===== config.mk =====
export PLATFORM = sky130hd
export DESIGN_NAME = alu_wb_stage
export DESIGN_NICKNAME = d
export VERILOG_FILES = /design/src/rtl/alu_wb_stage.sv
export SDC_FILE = /design/constraint.sdc
export NUM_CORES = 1
export LEC_CHECK = 0
export CAP_MARGIN = 25
export CORE_AREA = 2 2 59 61
export CTS_BUF_LIST = sky130_fd_sc_hd__clkbuf_8
export DETAILED_ROUTE_END_ITERATION = 10
export DIE_AREA = 0 0 61 63
export HOLD_SLACK_MARGIN = 0.02
export PLACE_DENSITY = 0.81
export SYNTH_ARGS = -nofsm -noshare
export SYNTH_HDL_FRONTEND = slang
export SYNTH_SLANG_ARGS = --single-unit

===== constraint.sdc =====
create_clock -name clk -period 2 [get_ports clk]
set_clock_uncertainty 0.15 [all_clocks]
set_input_delay 0.2 -clock clk [delete_from_list [all_inputs] [get_ports clk]]
set_output_delay 0.2 -clock clk [all_outputs]
set_load 0.005 [all_outputs]

===== src/rtl/alu_wb_stage.sv =====
// ============================================================================
// Module  : alu_wb_stage
// Brief   : ALU execute-to-writeback stage: two-entry skid buffer, valid/ready
//           writeback handshake, {N,Z,C,V} status register with per-opcode mask.
//           Optional macro ALU_WB_STICKY_V_EN makes the V flag sticky.
// Rev     : 1.0  initial release
// ============================================================================
`default_nettype none

module alu_wb_stage #(
  parameter int RADDR_W = 3,
  parameter int DATA_W  = 8
) (
  input  logic               clk,
  input  logic               rst_n,
  input  logic               in_valid,
  output logic               in_ready,
  input  logic [DATA_W-1:0]  in_y,
  input  logic               in_z,
  input  logic               in_n,
  input  logic               in_c,
  input  logic               in_v,
  input  logic [3:0]         in_op,
  input  logic [RADDR_W-1:0] in_rd,
  input  logic               in_we,
  input  logic               flags_clr,
  output logic               out_valid,
  input  logic               out_ready,
  output logic [DATA_W-1:0]  wb_data,
  output logic [RADDR_W-1:0] wb_rd,
  output logic               wb_we,
  output logic [3:0]         flags_q,
  output logic               cin_out
);

  logic               main_valid_q, main_valid_d;
  logic [DATA_W-1:0]  main_data_q, main_data_d;
  logic [RADDR_W-1:0] main_rd_q, main_rd_d;
  logic               main_we_q, main_we_d;

  logic               skid_valid_q, skid_valid_d;
  logic [DATA_W-1:0]  skid_data_q, skid_data_d;
  logic [RADDR_W-1:0] skid_rd_q, skid_rd_d;
  logic               skid_we_q, skid_we_d;

  logic [3:0]         flags_d;
  logic               accept;
  logic               drain;
  logic               upd_nz, upd_c, upd_v;
  logic               new_v;

  assign in_ready = ~skid_valid_q;
  assign accept   = in_valid & in_ready;
  assign drain    = main_valid_q & out_ready;

  // Buffer: the skid entry always refills main before a new input can.
  always_comb begin
    main_valid_d = main_valid_q;
    main_data_d  = main_data_q;
    main_rd_d    = main_rd_q;
    main_we_d    = main_we_q;
    skid_valid_d = skid_valid_q;
    skid_data_d  = skid_data_q;
    skid_rd_d    = skid_rd_q;
    skid_we_d    = skid_we_q;
    if (!main_valid_q || drain) begin
      if (skid_valid_q) begin
        main_valid_d = 1'b1;
        main_data_d  = skid_data_q;
        main_rd_d    = skid_rd_q;
        main_we_d    = skid_we_q;
        skid_valid_d = 1'b0;
      end else if (accept) begin
        main_valid_d = 1'b1;
        main_data_d  = in_y;
        main_rd_d    = in_rd;
        main_we_d    = in_we;
      end else begin
        main_valid_d = 1'b0;
      end
    end else if (accept) begin
      skid_valid_d = 1'b1;
      skid_data_d  = in_y;
      skid_rd_d    = in_rd;
      skid_we_d    = in_we;
    end
  end

  always_comb begin
    upd_nz = 1'b1;
    upd_c  = 1'b0;
    upd_v  = 1'b0;
    case (in_op)
      4'b0000, 4'b0001, 4'b0010, 4'b0011: begin
        upd_c = 1'b1;
        upd_v = 1'b1;
      end
      4'b1000, 4'b1001, 4'b1010, 4'b1100, 4'b1101: upd_c = 1'b1;
      4'b1011: upd_nz = 1'b0;
      default: ;
    endcase
  end

`ifdef ALU_WB_STICKY_V_EN
  assign new_v = flags_q[0] | in_v;
`else
  assign new_v = in_v;
`endif

  // Flags move at accept so a following ADC/SBC sees the fresh carry.
  always_comb begin
    flags_d = flags_q;
    if (flags_clr) begin
      flags_d = 4'b0000;
    end else if (accept) begin
      if (upd_nz) begin
        flags_d[3] = in_n;
        flags_d[2] = in_z;
      end
      if (upd_c) flags_d[1] = in_c;
      if (upd_v) flags_d[0] = new_v;
    end
  end

  always_ff @(posedge clk or negedge rst_n) begin
    if (!rst_n) begin
      main_valid_q <= 1'b0;
      main_data_q  <= '0;
      main_rd_q    <= '0;
      main_we_q    <= 1'b0;
      skid_valid_q <= 1'b0;
      skid_data_q  <= '0;
      skid_rd_q    <= '0;
      skid_we_q    <= 1'b0;
      flags_q      <= 4'b0000;
    end else begin
      main_valid_q <= main_valid_d;
      main_data_q  <= main_data_d;
      main_rd_q    <= main_rd_d;
      main_we_q    <= main_we_d;
      skid_valid_q <= skid_valid_d;
      skid_data_q  <= skid_data_d;
      skid_rd_q    <= skid_rd_d;
      skid_we_q    <= skid_we_d;
      flags_q      <= flags_d;
    end
  end

  assign out_valid = main_valid_q;
  assign wb_data   = main_data_q;
  assign wb_rd     = main_rd_q;
  assign wb_we     = main_valid_q & main_we_q;
  assign cin_out   = flags_q[1];

endmodule

`default_nettype wire


==> impl_metrics.ini <==
[outcome]
status = completed

[synthesis]
syn_nets = 124
ys_ff_latch = 30
synth.avg_cell_area_um2 = 15.48
synth_seq_area_share_pct = 48.98
yosysWarnings = 0
syn_area_um2 = 1533
yosysUniqueCellTypes = 25
synthCells = 99

[job]
cap_violations = 0

[global_route]
globalRouteMet2Util_pct = 27.28
gr-usage-met1_pct = 22.24
antenna_found_initial = 0
busiest_layer = met2
grt_max_degree = 31
grt_pass1_vias = 1061
grt_usage_pct = 17.68
grtUsageMet3_pct = 6.625
grt_pass1_wl_um = 4940
grt_overflow = 0

[sta]
min_period_ns = 1.853
tightest_slew_ns = 0.3822
hold_slack_ns = 0.1712
slew_viol_final = 0
hold_viol = 0
rsz0062_at_grt = no
setup_slack_ns = 0.1471
slew_headroom_pct = 74.52
setup_viol_count_final = 0
fin_tns_setup_ns = 0
finalCritPeriodShare_pct = 92.64
max_freq_ghz = 0.5397

[placement]
post-dp-hpwl_um = 2144
place_ws_ns = 0.1325
dp_cells = 187
portBuffers = 43
gp_congestion = 0.7461

[drt]
via_per_inst = 4.912
first_iter_violations = 36
vias = 948
post_drt_wl_per_cell_um = 15.19
route.detailed.drc = 0
finalWirelength_um = 2932
drtAntennaViolNets = 0
dr.pass1.iters = 4

[worst_setup_path]
cp_top_family = buffers and inverters
worstPathRequired_ns = 1.65
crit_path_top_delay_cell = dfrtp_1
cp_max_fo = 13
cp.arrival_ns = 1.50
max_stage_delay_ns = 0.50
critical_path_buf_inv_count = 3
criticalPathCategory = register to output pin
cp-start-kind = register
worst_setup_path_end_kind = output pin
crit_chain = buf_6 -> inv_1 -> clkdlybuf4s50_1

[cts]
cts_hold_buf = 0
clock_path_buffers = 2
clk_latency_ns = 0.27
h-tree-depth = 2
post_cts_buffers = 0
cts_made_buffers = 5
clock-sinks = 30
path_clk_slew_ns = 0.06
cts_tree = yes
root_buffer = clkbuf_8
cts_resized = 0

[cells_and_area]
final_common_cell = clkdlybuf4s50_1
multiInputGateArea_um2 = 696.9
area_growth_pct = 36.49
ff_latch_area_um2 = 750.7
layoutNonFillerInstCount = 193
diodes = 0
final_nets = 173
fillCellCount = 263
drive_gt1_share_pct = 34.01
final_cell_mix = 43 x clkdlybuf4s50_1, 30 x dfrtp_1, 26 x mux2_4, 10 x mux2_2, 6 x clkbuf_8

[floorplan]
core_um2 = 3232
start_util_pct = 47.43
io_pins = 44
die_w_um = 61
dieArea_um2 = 3843
die_y_um = 63
rows = 21

[power]
powerDensity_nw_per_um2 = 859.8
leakagePower_nw = 0.9128
ir_worst_vdd_uv = 378.9

[min_path]
hold_path.class = input pin to asynchronous set/reset pin
==> cell type report <==
| cell class | count | share of cell area, % |
|---|---|---|
| Tap cell | 46 | 2.751 |
| Sequential cell | 30 | 35.89 |
| Multi-Input combinational cell | 60 | 33.31 |
| Clock buffer | 6 | 3.947 |
| Timing Repair Buffer | 47 | 23.39 |
| Inverter | 4 | 0.7177 |
==> registers in the layout, indices dropped and copies added (netlist names) <==
signal        cells
flags_q           4
main_we_q         1
out_valid         1
skid_data_q       8
skid_rd_q         3
skid_valid_q      1
skid_we_q         1
wb_data           8
wb_rd             3
==> logic make-up (layout without fill, tap and decap cells) <==
logic type | Yosys count | in the layout | synth area share (%)
AO/OA/AOI/OAI | 7 | 7 | 3.510
AND/OR/NAND/NOR | 16 | 16 | 8.489
multiplexers | 37 | 37 | 33.47
buffers and inverters | 9 | 57 | 5.551
flip-flops | 30 | 30 | 48.98
==> cell usage after synthesis <==
cell | instances | share of area [%]
dfrtp_1 | 30 | 49
mux2_4 | 26 | 25
mux2_2 | 10 | 7.3
inv_1 | 4 | 0.98
nor2_1 | 3 | 0.73
and2_1 | 2 | 0.82
buf_12 | 2 | 2.6
buf_6 | 2 | 1.5
nand2_1 | 2 | 0.49
o211ai_1 | 2 | 0.98
o41ai_1 | 2 | 1.1
a21oi_1 | 1 | 0.33
a32oi_1 | 1 | 0.57
and4b_1 | 1 | 0.65
buf_4 | 1 | 0.49
mux2i_1 | 1 | 0.65
nand2b_2 | 1 | 0.57
nand2b_4 | 1 | 0.90
nand3_1 | 1 | 0.33
nor2_4 | 1 | 0.73
nor2b_1 | 1 | 0.41
nor4b_4 | 1 | 1.6
nor4bb_1 | 1 | 0.65
o21a_1 | 1 | 0.49
or4b_1 | 1 | 0.65
==> worst paths after layout <==
kind                              startpoint              to  slack [ns]  cells after the start
worst max-delay path            skid_valid_q        in_ready        0.15                      3
worst min-delay path                   rst_n  skid_data_q[1]        0.17                      2
worst max register to register  skid_valid_q  skid_data_q[5]        0.38                      4
worst min register to register    wb_data[6]      wb_data[6]        0.36                      1
max in group asynchronous              rst_n    skid_rd_q[0]        1.25                      2
min in group clk                        in_n      flags_q[3]        0.32                      3
==> through the flow <==
stage	util, %	total power [mW]	area [um^2]
floorplan	-	1.096	1533
global placement	62.06	1.326	2006
detailed placement	62.06	1.350	2006
CTS	64.61	1.818	2088
global route	64.73	1.902	2092
finish	64.73	1.799	2092
==> layer usage <==
layer / part of all wire [%] / routed length (um) / vias up
met5: 0 / 0 / -
met4: 0.92 / 27 / 0
met3: 6.1 / 178 / 4
met2: 49 / 1437 / 37
met1: 44 / 1289 / 456
li1: - / - / 451
==> power breakdown <==
part	switching (mW)	internal (mW)	leakage, nW
registers	0.0769	0.734	0.360
logic	0.146	0.378	0.510
clock network	0.200	0.264	0.0431
No activity file was read; power rests on OpenSTA's default activity.
